<file path="src/rtl/fetch_load_ctrl.sv">
// -----------------------------------------------------------------------------
// fetch_load_ctrl
//
// Sequencer for a byte-addressed program memory with asynchronous
// (combinational) read. After reset it boot-loads the memory from a byte
// stream. It then fetches 32-bit big-endian instructions and presents them,
// registered, to the decode stage.
//
// Ports
//   i_clk, i_rst_n        clock (rising edge), asynchronous active-low reset
//   i_load_valid          loader byte valid
//   i_load_byte           loader byte
//   i_load_last           final loader byte (qualified by i_load_valid)
//   o_load_ready          high while loading; a byte is accepted when
//                         i_load_valid && o_load_ready at a rising edge
//   o_mem_we/waddr/wdata  program memory byte write port (combinational)
//   o_mem_raddr           program memory read byte address
//   i_mem_rdata           word at raddr..raddr+3, big-endian
//   i_stall               decode stall: hold pc and fetch outputs
//   i_redirect            branch/jump redirect (wins over stall)
//   i_redirect_pc         redirect target byte address
//   o_instr, o_instr_pc   fetched instruction and its byte address
//   o_instr_valid         o_instr/o_instr_pc valid
//   o_load_err            sticky: the loader ran past the end of memory
//   o_state               FSM state for debug (0=LOAD, 1=RUN, 2=ERR)
//
// Handshake: the loader uses valid/ready. A byte transfers on a rising edge
// where both i_load_valid and o_load_ready are high. The loader must hold
// the byte and last flag stable until it transfers. o_load_ready does not
// depend on i_load_valid. The fetch side has no ready. i_stall is the
// back-pressure: while it is high, the presented instruction is held.
// -----------------------------------------------------------------------------
module fetch_load_ctrl #(
    parameter int ADDR_W    = 16,
    parameter int MEM_BYTES = 32,
    parameter int RESET_PC  = 0
) (
    input  logic              i_clk,
    input  logic              i_rst_n,
    input  logic              i_load_valid,
    input  logic [7:0]        i_load_byte,
    input  logic              i_load_last,
    output logic              o_load_ready,
    output logic              o_mem_we,
    output logic [ADDR_W-1:0] o_mem_waddr,
    output logic [7:0]        o_mem_wdata,
    output logic [ADDR_W-1:0] o_mem_raddr,
    input  logic [31:0]       i_mem_rdata,
    input  logic              i_stall,
    input  logic              i_redirect,
    input  logic [ADDR_W-1:0] i_redirect_pc,
    output logic [31:0]       o_instr,
    output logic [ADDR_W-1:0] o_instr_pc,
    output logic              o_instr_valid,
    output logic              o_load_err,
    output logic [1:0]        o_state
);

    typedef enum logic [1:0] {
        S_LOAD = 2'd0,
        S_RUN  = 2'd1,
        S_ERR  = 2'd2
    } state_t;

    // MEM_BYTES is a power of two and a multiple of 4. So MEM_BYTES-4 is
    // the mask that reduces an address mod MEM_BYTES and word-aligns it
    // in one step.
    localparam logic [ADDR_W-1:0] PC_MASK    = ADDR_W'(MEM_BYTES - 4);
    localparam logic [ADDR_W-1:0] LAST_ADDR  = ADDR_W'(MEM_BYTES - 1);
    localparam logic [ADDR_W-1:0] RESET_PC_A = ADDR_W'(RESET_PC);
    localparam logic [ADDR_W-1:0] WORD_STEP  = ADDR_W'(4);

    state_t              state;
    logic [ADDR_W-1:0]   load_ptr;
    logic [ADDR_W-1:0]   pc;
    logic [31:0]         instr;
    logic [ADDR_W-1:0]   instr_pc;
    logic                instr_valid;
    logic                load_err;

    logic                in_load;
    logic                in_run;

    assign in_load = (state == S_LOAD);
    assign in_run  = (state == S_RUN);

    // ------------------------------------------------------------------
    // State, pointers and registered fetch outputs
    // ------------------------------------------------------------------
    always_ff @(posedge i_clk or negedge i_rst_n) begin
        if (!i_rst_n) begin
            state       <= S_LOAD;
            load_ptr    <= '0;
            pc          <= RESET_PC_A;
            instr       <= '0;
            instr_pc    <= '0;
            instr_valid <= 1'b0;
            load_err    <= 1'b0;
        end else begin
            case (state)
                S_LOAD: begin
                    if (i_load_valid) begin
                        load_ptr <= load_ptr + 1'b1;
                        // A last flag on the final address is a clean
                        // finish, so it is tested before the overflow case.
                        if (i_load_last) begin
                            state <= S_RUN;
                            pc    <= RESET_PC_A;
                        end else if (load_ptr == LAST_ADDR) begin
                            state    <= S_ERR;
                            load_err <= 1'b1;
                        end
                    end
                end

                S_RUN: begin
                    if (i_redirect) begin
                        // One-cycle bubble. The old instruction stays on
                        // o_instr but is marked invalid.
                        pc          <= i_redirect_pc & PC_MASK;
                        instr_valid <= 1'b0;
                    end else if (!i_stall) begin
                        instr       <= i_mem_rdata;
                        instr_pc    <= pc;
                        instr_valid <= 1'b1;
                        pc          <= (pc + WORD_STEP) & PC_MASK;
                    end
                end

                S_ERR: begin
                    // Terminal until reset. Nothing is fetched.
                    instr_valid <= 1'b0;
                end

                default: begin
                    state       <= S_ERR;
                    instr_valid <= 1'b0;
                end
            endcase
        end
    end

    // ------------------------------------------------------------------
    // Memory ports: only active in the state that owns them
    // ------------------------------------------------------------------
    assign o_load_ready = in_load;
    assign o_mem_we     = in_load & i_load_valid;
    assign o_mem_waddr  = in_load ? load_ptr : '0;
    assign o_mem_wdata  = in_load ? i_load_byte : 8'h00;
    assign o_mem_raddr  = in_run ? pc : '0;

    assign o_instr       = instr;
    assign o_instr_pc    = instr_pc;
    assign o_instr_valid = instr_valid;
    assign o_load_err    = load_err;
    assign o_state       = state;

endmodule

</file>
<file path="config.mk">
export PLATFORM = sky130hd
export DESIGN_NAME = fetch_load_ctrl
export DESIGN_NICKNAME = d
export VERILOG_FILES = /design/src/rtl/fetch_load_ctrl.sv
export SDC_FILE = /design/constraint.sdc
export NUM_CORES = 1
export LEC_CHECK = 0
export ABC_AREA = 1
export BUFFER_PORTS_ARGS = -buffer_cell sky130_fd_sc_hd__buf_2
export CORE_UTILIZATION = 40
export DETAILED_ROUTE_END_ITERATION = 16
export HOLD_SLACK_MARGIN = 0.06
export PLACE_DENSITY = 0.81
export SLEW_MARGIN = 20
export SYNTH_ARGS = -nofsm -noshare
export SYNTH_HDL_FRONTEND = slang
export SYNTH_SLANG_ARGS = --single-unit
</file>
<file path="constraint.sdc">
create_clock -name i_clk -period 2.6 [get_ports i_clk]
set_input_delay 0.78 -clock i_clk [delete_from_list [all_inputs] [get_ports i_clk]]
set_output_delay 0.78 -clock i_clk [all_outputs]
set_load 0.01 [all_outputs]
</file>
### Yosys cells after proc, flatten, opt, wreduce, memory -nomap -nowiden

Index checks and enable logic that the tools add are counted.

| word-level totals | value |
|---|---|
| register bits after elaboration | 84 |
| latch bits | 0 |
| memory bits (writable) | 0 |
| memory bits (read-only) | 0 |
| input port bits | 62 |
| output and inout port bits | 94 |
| logic and storage cells | 46 |
| memories kept | 0 |

| cells by class | value |
|---|---|
| add/subtract/negate cells | 2 |
| $mul | 0 |
| divide/modulo/power cells | 0 |
| $lt $le $gt $ge | 0 |
| equality and inequality tests | 7 |
| shift-type cells | 0 |
| multiplexer cells | 15 |
| bitwise logic cells | 6 |
| reduce and logical (&&, ||, !) cells | 9 |

Operators by type and width:

| cell | count |
|---|---|
| 16-bit 2-to-1 mux | 6 |
| 16-bit case mux with 2 select lines | 1 |
| 16-bit by 1-bit adder with 16-bit output, second input constant | 1 |
| 16-bit by 5-bit == test with 1-bit output, second input constant | 1 |
| 8-bit 2-to-1 mux | 1 |
| 4-bit AND reduction | 2 |
| 2-bit 2-to-1 mux | 3 |
| 3-bit AND reduction | 2 |
| 5-bit by 3-bit adder with 5-bit output, second input constant | 1 |
| 1-bit NOT | 5 |
| 2-bit inequality test, second input constant | 2 |
| 2-bit case mux with 2 select lines | 1 |
| 2-bit AND reduction | 2 |
| 3-bit by 2-bit inequality test with 1-bit output, second input constant | 1 |
| 3-bit inequality test, second input constant | 1 |
| 2-bit by 1-bit == test with 1-bit output, second input constant | 1 |
| 2-bit == test, second input constant | 1 |
| 2-bit zero test | 1 |
| 1-bit 2-to-1 mux | 2 |
| 1-bit case mux with 2 select lines | 1 |
| 2-bit nonzero test | 1 |
| 2-bit OR reduction | 1 |
| 1-bit AND | 1 |

### Depth between registers and ports, before layout

| depth | value |
|---|---|
| depth after elaboration | 5 |
| gate-level depth with buffers | 11 |
| mapped depth without buffers | 10 |

### Worst setup path after synthesis

No wires, ideal clock.

| path | value |
|---|---|
| path kind | reg-to-output |
| start point | register state[1] (netlist: o_state[1]) |
| end point | output port o_mem_waddr[10] |
| arrival time | 1.289 ns |
| data required time | 1.820 ns |
| path slack | 0.531 ns |
| cell stages (with the launch flop) | 7 |
| buffers on the path | 2 |
| cell sequence | dfrtp_1 > inv_1 > ha_1 > buf_6 > clkbuf_1 > nand2_1 > inv_1 |

| between the ends | value |
|---|---|
| cells in the longest elaborated chain, start to end | 2 |

Ends and longest elaborated chain:

| element | line | source |
|---|---|---|
| start, declared | 73 | `state_t state;` |
| start signal, assigned | 92 | `state <= S_LOAD;` |
| start signal, assigned | 107 | `state <= S_RUN;` |
| start signal, assigned | 110 | `state <= S_ERR;` |
| 2-bit zero test | 84 | `assign in_load = (state == S_LOAD);` |
| via o_load_ready | 43 | `output logic o_load_ready,` |
| 16-bit 2-to-1 mux | 148 | `assign o_mem_waddr = in_load ? load_ptr : '0;` |
| end, declared | 45 | `output logic [ADDR_W-1:0] o_mem_waddr,` |

The timed path passes the listed nets, and every way through them passes these cells.

### Worst setup path after layout

| path | value |
|---|---|
| start point | register state[0] (netlist: o_state[0]) |
| end point | output port o_mem_we |

| between the ends | value |
|---|---|
| cells in the longest elaborated chain, start to end | 2 |

Ends and longest elaborated chain:

| element | line | source |
|---|---|---|
| 2-bit zero test | 84 |  |
| 1-bit AND | 147 | `assign o_mem_we = in_load & i_load_valid;` |
| end, declared | 44 | `output logic o_mem_we,` |

No other way between the ends.

==> flow_metrics.py <==
metrics = {
    "clocking": {
        "clk_pin_slew_ns": 0.08,
        "cts.htree.levels": 3,
        "cts_root_buf": "clkbuf_8",
        "cts_resized": 0,
        "ctsHoldBuffers": 0,
        "cts.sinks": 58,
        "cts_tree": "built",
        "clk_path_buf_depth": 2,
        "insertion_delay_ns": 0.33,
        "post-cts-setup-buffers": 0,
        "cts-buffers-inserted": 9,
    },
    "finish": {
        "seq_area_sq_mm": 0.00145,
        "final_area_sq_mm": 0.00388,
        "drive_above_1_share_pct": 40.9,
        "finalNetCount": 506,
        "diodes": 0,
        "multi_input_area_sq_mm": 0.00126,
        "area_growth_pct": 26.4,
        "n_fill_cell": 702,
    },
    "yosys": {
        "yosys.area_share.simple_pct": 17.5,
        "synth_edf_count": 0,
        "ys_warn_count": 0,
        "synth_top_area_share_pct": 47.3,
        "synth_area_sq_mm": 0.00307,
        "synth_top_family_by_area": "simple AND/OR/NAND/NOR gates",
        "synthFlopType": "dfrtp_1",
        "synth_top_cells_by_area": "dfrtp_1, nand2_1, mux2_2",
        "synth_top_cell_by_area": "dfrtp_1",
        "synth_common_cells": "nand2_1, dfrtp_1, inv_1, buf_4, mux2_2",
        "yosysSeqAreaShare_pct": 47.3,
        "ys_seq_elements": 58,
        "synth.most_common_cell": "nand2_1",
        "synth-xor-area-share_pct": 3.14,
        "synth_fa_ha_area_share_pct": 1.63,
        "synth_compound_area_share_pct": 2.04,
        "yosysUniqueCellTypes": 27,
        "synth_cells": 320,
        "synth.mux.area_fraction_pct": 13.7,
        "synthArstFlopShare_pct": 100,
        "avgSynthCellArea_sq_um": 9.60,
    },
    "timing": {
        "drv_slew": 0,
        "relSlewSlack_pct": 61.3,
        "finalSetupViolCount": 0,
        "timing.fmax_ghz": 0.400,
        "setup-tns-final_ns": 0,
        "grt_setup_unrepaired": "no",
        "hold_ws_ns": 0.441,
        "worst_pin_slew_ns": 0.580,
        "skew_ns": 0.00958,
        "hold_viol": 0,
        "fin_crit_ns": 2.50,
        "fin_crit_sh_pct": 96.2,
    },
    "drt": {
        "drtIter0Drc": 42,
        "avgRoutedWirePerCell_microns": 11.5,
        "drt_first_pass_iters": 4,
        "ant_nets": 0,
        "via_per_inst": 4.37,
        "drc": 0,
        "vias": 2375,
        "drt_wl_total_microns": 6270,
    },
    "global_route": {
        "grt.total_usage_pct": 16.1,
        "grt_pass1_vias": 2109,
        "grt_max_degree": 37,
        "overflow": 0,
        "antenna_found_initial": 0,
        "grt_pass1_wl_microns": 9680,
    },
    "die": {
        "pin_count": 156,
        "num_rows": 31,
        "core_area_sq_mm": 0.00733,
        "die_x_microns": 89.6,
        "start_util_pct": 41.9,
        "design.die.area_sq_mm": 0.00803,
        "die_h_microns": 89.6,
    },
    "power": {
        "vdd_drop_max_uv": 364,
        "power_density_mw_per_mm2": 1020,
        "p_leak_nw": 2.35,
    },
    "placed_design": {
        "placed_cell_area_sq_mm": 0.00363,
        "portBuffers": 116,
        "dpl.hpwl_microns": 4660,
        "gp_congestion": 0.820,
    },
    "worst_setup_path": {
        "crit_arrival_ns": 1.72,
        "cp.required_ns": 1.82,
        "end_kind": "output port",
        "crit_fanout": 28,
        "start_kind": "flop",
        "critPathKind": "reg -> out",
    },
    "min_path": {
        "hold_class": "in -> async",
    },
    "run_status": {
        "status": "complete, no violations",
    },
    "flow_run": {
        "cap_violations": 0,
    },
}
[layout make-up]
| type | instances | area share (%) |
|---|---|---|
| sequential | 58 | 37.4 |
| tap | 99 | 3.19 |
| timing repair buffer | 118 | 15.7 |
| inverter | 49 | 4.74 |
| multi-input combinational | 204 | 32.6 |
| clock inverter | 7 | 3.22 |
| clock buffer | 9 | 3.19 |
[logic make-up after synthesis]
| kind of cell | count (synthesis) |
|---|---|
| AO/OA/AOI/OAI | 12 |
| XOR/XNOR | 11 |
| adder cells (fa/ha/maj) | 4 |
| buffers and inverters | 83 |
| flip-flops | 58 |
| multiplexers | 34 |
| other | 1 |
| AND/OR/NAND/NOR | 117 |
[per-stage QoR]
| step | worst slack (ns) | utilization (%) | total power, mW | cells |
|---|---|---|---|---|
| final | 0.0987 | 52.9 | 3.97 | 544 |
| after detailed placement | 0.465 | 49.5 | 2.95 | 528 |
| after global routing | 0.00858 | 52.9 | 4.26 | 544 |
| after CTS | 0.0850 | 52.9 | 4.02 | 544 |
| after floorplan | 0.531 | - | 2.41 | 345 |
| after global placement | 0.539 | 49.5 | 2.88 | 528 |
[power breakdown]
part,internal (mW),switching [mW],total (mW)
clock network,0.645,0.402,1.05
logic,0.685,0.793,1.48
registers,1.23,0.211,1.44
total,2.56,1.41,3.97
[routing by layer]
layer	vias to the layer above	track usage, %	wire (microns)
met5	-	0	0
met1	1107	19.5	2690
met2	89	27.4	3170
met4	0	5.63	58
li1	1173	-	-
met3	6	4.48	354
[critical path: stages (launching register included)]
cell and delay, ns:
dfrtp_1 0.42, inv_1 0.09, ha_1 0.19, buf_4 0.30
nand2_4 0.13, inv_2 0.12, buf_2 0.14
[worst paths after layout]
| kind | start | end | slack [ns] | depth (start not counted) |
|---|---|---|---|---|
| max reg2reg | o_state[1] | o_instr[6] | 0.69 | 4 |
| min reg2reg | o_load_err | o_load_err | 0.49 | 1 |
| max | o_state[0] | o_mem_we | 0.1 | 6 |
| min | i_rst_n | o_load_err | 0.44 | 1 |
| max in group asynchronous | i_rst_n | o_instr[5] | 1.57 | 2 |
| min in group i_clk | o_load_err | o_load_err | 0.49 | 1 |
[placed cells by master, fill, tap and decap left out]
cell       instances
buf_2            116
nand2_1           74
dfrtp_1           58
inv_1             47
conb_1            26
mux2_2            24
nor2_1            20
mux2_4            10
nand3_1            9
clkbuf_8           9
xor2_1             6
a21oi_1            6
xnor2_1            5
o21ai_0            5
nor2_4             4
ha_1               4
clkinv_4           3
bufinv_16          3
inv_2              2
nand2_2            2
nor2_2             2
nand3_4            2
nand2_4            1
nand4_1            1
nor3b_2            1
nor3_1             1
o21bai_1           1
inv_6              1
buf_4              1
buf_12             1
[registers in the layout, summed over array words and instances, names as in the netlist]
name / count
o_instr: 32
o_state: 2
o_instr_valid: 1
o_load_err: 1
load_ptr: 16
pc: 3
o_instr_pc: 3
(Power assumes the default switching activity.)
